===== config.mk =====
export PLATFORM = sky130hd
export DESIGN_NAME = timer_periph
export DESIGN_NICKNAME = d
export VERILOG_FILES = /design/src/rtl/timer_periph.sv
export SDC_FILE = /design/constraint.sdc
export NUM_CORES = 1
export LEC_CHECK = 0
export ABC_CLOCK_PERIOD_IN_PS = 6000
export BUFFER_PORTS_ARGS = -buffer_cell sky130_fd_sc_hd__buf_2
export CORE_UTILIZATION = 65
export CTS_BUF_LIST = sky130_fd_sc_hd__clkbuf_8
export DETAILED_ROUTE_END_ITERATION = 8
export PLACE_DENSITY = 0.88
export REMOVE_ABC_BUFFERS = 1
export SKIP_CTS_REPAIR_TIMING = 1
export SLEW_MARGIN = 15
export SYNTH_ARGS = -nofsm -noshare
export SYNTH_HDL_FRONTEND = slang
export SYNTH_SLANG_ARGS = --single-unit

===== constraint.sdc =====
create_clock -name clk -period 6 [get_ports clk]
set_clock_uncertainty 0.05 [all_clocks]
set_input_delay 1.2 -clock clk [delete_from_list [all_inputs] [get_ports clk]]
set_output_delay 1.2 -clock clk [all_outputs]
set_load 0.01 [all_outputs]

===== src/rtl/timer_periph.sv =====
// ---------------------------------------------------------------------------
// timer_periph
//   Memory-mapped programmable down-counter timer for the SoC data bus.
//   It has a prescaler, one-shot or periodic operation, a sticky expiry flag
//   and a level interrupt output.
//
//   Register map (word select addr):
//     0 CTRL   : bit0 EN, bit1 RELOAD (1=periodic), bit2 IE,
//                bits[8+PRESC_W-1:8] PRESC. Other bits read as 0.
//     1 LOAD   : reload value (R/W). A write also loads COUNT.
//     2 COUNT  : current count (read-only).
//     3 STATUS : bit0 EXP, sticky. Writing 1 clears it.
//
//   Ports:
//     clk   - system clock, rising edge
//     rst   - asynchronous, active-high reset
//     we    - write strobe (timer region selected and MemWrite)
//     addr  - word select, DataAdr[3:2]
//     wdata - write data from the core
//     rdata - read data. It is a combinational function of addr.
//     irq   - level interrupt, EXP & IE
// ---------------------------------------------------------------------------
module timer_periph #(
  parameter int WIDTH   = 32,
  parameter int PRESC_W = 8
) (
  input  logic             clk,
  input  logic             rst,
  input  logic             we,
  input  logic [1:0]       addr,
  input  logic [WIDTH-1:0] wdata,
  output logic [WIDTH-1:0] rdata,
  output logic             irq
);

  localparam logic [1:0] A_CTRL   = 2'd0;
  localparam logic [1:0] A_LOAD   = 2'd1;
  localparam logic [1:0] A_COUNT  = 2'd2;
  localparam logic [1:0] A_STATUS = 2'd3;

  localparam logic [WIDTH-1:0] ONE = WIDTH'(1);

  logic               en;
  logic               reload;
  logic               ie;
  logic [PRESC_W-1:0] presc;
  logic [WIDTH-1:0]   load;
  logic [WIDTH-1:0]   count;
  logic               exp_flag;
  logic [PRESC_W-1:0] pcnt;

  logic wr_ctrl;
  logic wr_load;
  logic wr_status;
  logic tick;
  logic tick_eff;
  logic expire;

  assign wr_ctrl   = we && (addr == A_CTRL);
  assign wr_load   = we && (addr == A_LOAD);
  assign wr_status = we && (addr == A_STATUS);

  // Raw prescaler terminal count.
  assign tick = en && (pcnt == presc);

  // A tick is discarded in two cases. A LOAD write wins over the decrement.
  // A CTRL write that turns EN off also wins, so the tick never takes effect.
  assign tick_eff = tick && !wr_load && !(wr_ctrl && !wdata[0]);

  // The count leaves 1 on this edge.
  assign expire = tick_eff && (count == ONE);

  always_ff @(posedge clk or posedge rst) begin
    if (rst) begin
      en       <= 1'b0;
      reload   <= 1'b0;
      ie       <= 1'b0;
      presc    <= '0;
      load     <= '0;
      count    <= '0;
      exp_flag <= 1'b0;
      pcnt     <= '0;
    end else begin
      // Counter. COUNT==0 means idle: there is no decrement and no expiry.
      if (wr_load) begin
        load  <= wdata;
        count <= wdata;
      end else if (tick_eff) begin
        if (count > ONE) begin
          count <= count - ONE;
        end else if (count == ONE) begin
          count <= reload ? load : '0;
        end
      end

      // Prescaler. It restarts on a LOAD write and on an EN 0->1 write.
      // It holds while disabled, and it holds when a CTRL write clears EN.
      if (wr_load) begin
        pcnt <= '0;
      end else if (wr_ctrl && wdata[0] && !en) begin
        pcnt <= '0;
      end else if (wr_ctrl && !wdata[0]) begin
        pcnt <= pcnt;
      end else if (en) begin
        pcnt <= tick ? '0 : pcnt + PRESC_W'(1);
      end

      // Control. A software write wins over the hardware EN clear that
      // happens at a one-shot expiry.
      if (wr_ctrl) begin
        en     <= wdata[0];
        reload <= wdata[1];
        ie     <= wdata[2];
        presc  <= wdata[8 +: PRESC_W];
      end else if (expire && !reload) begin
        en <= 1'b0;
      end

      // Sticky expiry flag. A set on the same edge wins over a W1C clear.
      if (expire) begin
        exp_flag <= 1'b1;
      end else if (wr_status && wdata[0]) begin
        exp_flag <= 1'b0;
      end
    end
  end

  always_comb begin
    rdata = '0;
    case (addr)
      A_CTRL: begin
        rdata[0]             = en;
        rdata[1]             = reload;
        rdata[2]             = ie;
        rdata[8 +: PRESC_W]  = presc;
      end
      A_LOAD:   rdata = load;
      A_COUNT:  rdata = count;
      A_STATUS: rdata[0] = exp_flag;
      default:  rdata = '0;
    endcase
  end

  // Both terms are registered, so the AND cannot glitch on bus activity.
  assign irq = exp_flag & ie;

endmodule


==> impl_metrics.json <==
{
  "layout-drive-gt1-share_pct": 17.4,
  "dp_slack_ps": 1670,
  "grt_pass1_vias": 5000,
  "cts_sinks": 84,
  "route.antenna.remaining_nets": 0,
  "antenna_found_initial": 0,
  "crit_path_frequent_cell": "buf_2",
  "crit_type": "in -> out",
  "synth_area_leaders": "dfrtp_1 40%, nand2_1 8.3%, nor2_1 4.3%, a22oi_1 3.6%, a21oi_1 3.1%",
  "clk_pin_slew_ps": 90,
  "required_ps": 4750,
  "hp-class": "reg -> reg",
  "cp.buffers_inverters": 4,
  "status": "complete, no violations",
  "synth.top_cell.area_share_pct": 40.2,
  "yosys-top-cells-count": "115 x nand2_1, 84 x dfrtp_1, 60 x nor2_1",
  "area_growth_pct": 10.9,
  "seq_area_frac_synth_pct": 40.2,
  "hpwl_microns": 9730,
  "fmax_ghz": 0.236,
  "cts_made_buffers": 9,
  "cp_num_cells": 7,
  "timing.final.ws_setup_ps": 1770,
  "rsz0062_at_grt": "no",
  "cp_cell_sequence": "buf_2, inv_1, ha_1, buf_4, a222oi_1, nor2_1, buf_2",
  "cts_buffer_depth": 2,
  "tns_ps": 0,
  "power.total_mw": 1.66,
  "nNetsFinal": 709,
  "setup_viol_count_final": 0,
  "synth.cell_area_sq_um": 5230,
  "relSlewSlack_pct": 38.4,
  "dp.cells": 754,
  "drv_slew": 0,
  "synth_top_flop_cell": "dfrtp_1",
  "fp-row-count": 32,
  "max_stage_delay_ps": 690,
  "dieArea_sq_um": 8410,
  "synth_area_leader_cell": "dfrtp_1",
  "yosys_register_bits": 84,
  "dr.pass1.iters": 5,
  "vias": 5136,
  "clk_latency_ps": 370,
  "fp.dieW_microns": 91.7,
  "worstPathMaxFanout": 19,
  "num_antenna_cells": 0,
  "drt-wirelength-per-cell_microns": 19.0,
  "fin_crit_ps": 4230,
  "clockRootBuffer": "clkbuf_8",
  "crit_family": "buffers and inverters",
  "vdd_ir_drop_max_uv": 162,
  "tightest_slew_ps": 924,
  "grt_util_all_layers_pct": 36.7,
  "start_util_pct": 67.3,
  "ios": 70,
  "synthCells": 620,
  "drt-initial-drc-count": 519,
  "coreArea_sq_um": 7770,
  "holdWs_ps": 456,
  "max-cap-violations": 0,
  "worst_setup_path_end_kind": "primary output",
  "period_share_pct": 70.5,
  "globalplace.congestion": 0.910,
  "synth_edf_count": 0,
  "arrival_ps": 2980,
  "routed_wl_microns": 14600,
  "via_per_inst": 6.67,
  "hold_violations": 0,
  "overflow": 0,
  "crit_slowest_cell": "ha_1",
  "port_buffers": 69,
  "whs_path_depth": 2,
  "avgSynthCellArea_sq_um": 8.43,
  "cts_tree": "done",
  "async_reset_ff_share_pct": 100,
  "drc": 0,
  "final_cells": 770,
  "start_kind": "input pin",
  "ys_types": 56,
  "reg2reg_depth": 6,
  "fp.dieH_microns": 91.7,
  "grt_max_degree": 58,
  "cts_max_level": 3,
  "p_leak_nw": 2.61,
  "yosysMostFrequentCell": "nand2_1",
  "ys_warn_count": 0,
  "p_per_area_nw_per_um2": 287,
  "grt_first_pass_wirelength_microns": 24300
}
-- worst reg2reg max path: stages (launching register included) --
cell      delay [ps]
dfrtp_1          470
or4_1            670
or4_4            560
or4_4            720
nor3b_4          650
a221oi_1         240
o311ai_2         240
-- final timing paths --
check / start / slack, ps / to
max in group asynchronous: rst / 4020 / count[4]
worst min register to register: exp_flag / 460 / exp_flag
worst max-delay path: addr[1] / 1770 / rdata[1]
min in group asynchronous: rst / 770 / count[26]
worst max register to register: count[20] / 2310 / count[22]
worst min-delay path: exp_flag / 460 / exp_flag
-- state kept, by name (all words and copies together), names as in the netlist --
name,cells
load,32
count,32
reload,1
en,1
ie,1
exp_flag,1
presc,8
pcnt,8
-- power by group --
group | internal [mW] | switching [mW]
Clock | 0.242 | 0.210
Combinational | 0.177 | 0.218
Sequential | 0.667 | 0.148
Total | 1.09 | 0.576
-- cell families after synthesis --
group                    after synthesis  share of synthesized area (%)
AND/OR/NAND/NOR                      282                           25.7
AO/OA/AOI/OAI                        157                           21.3
flip-flops                            84                           40.2
buffers and inverters                 54                           4.38
XOR/XNOR                              22                           3.69
multiplexers                          12                           2.54
adder cells (fa/ha/maj)                9                           2.15
-- cells in the final DEF, fill, tap and decap left out, drive strengths merged, types with 11 or more instances in the layout --
cell | netlist | routed
nand2 | 115 | 115
dfrtp | 84 | 84
buf | 11 | 78
nor2 | 60 | 60
o21ai | 33 | 33
a21oi | 32 | 32
a22oi | 25 | 25
nor2b | 24 | 24
xnor2 | 15 | 15
nor4 | 14 | 14
nor3 | 13 | 13
a222oi | 11 | 11
-- stage by stage --
stage / instance area (sq um) / utilization, %
finish: 5800 / 74.7
global route: 5800 / 74.7
CTS: 5800 / 74.7
detailed placement: 5580 / 71.9
global placement: 5580 / 71.9
floorplan: 5030 / -
-- routing by layer --
layer / track usage [%] / wire length (microns)
met2: 60.6 / 7120
met4: 20.7 / 544
met5: 0 / 0
met3: 4.56 / 1280
met1: 46.8 / 5680
-- area by class of cell --
type / count / area, sq um
clock buffer: 10 / 138
clock inverter: 6 / 80.1
fill: 604 / 1970
inverter: 8 / 31.3
multi-input combinational: 482 / 2910
sequential: 84 / 2100
tap: 102 / 128
timing repair buffer: 78 / 413
No activity file was read; power rests on OpenSTA's default activity.
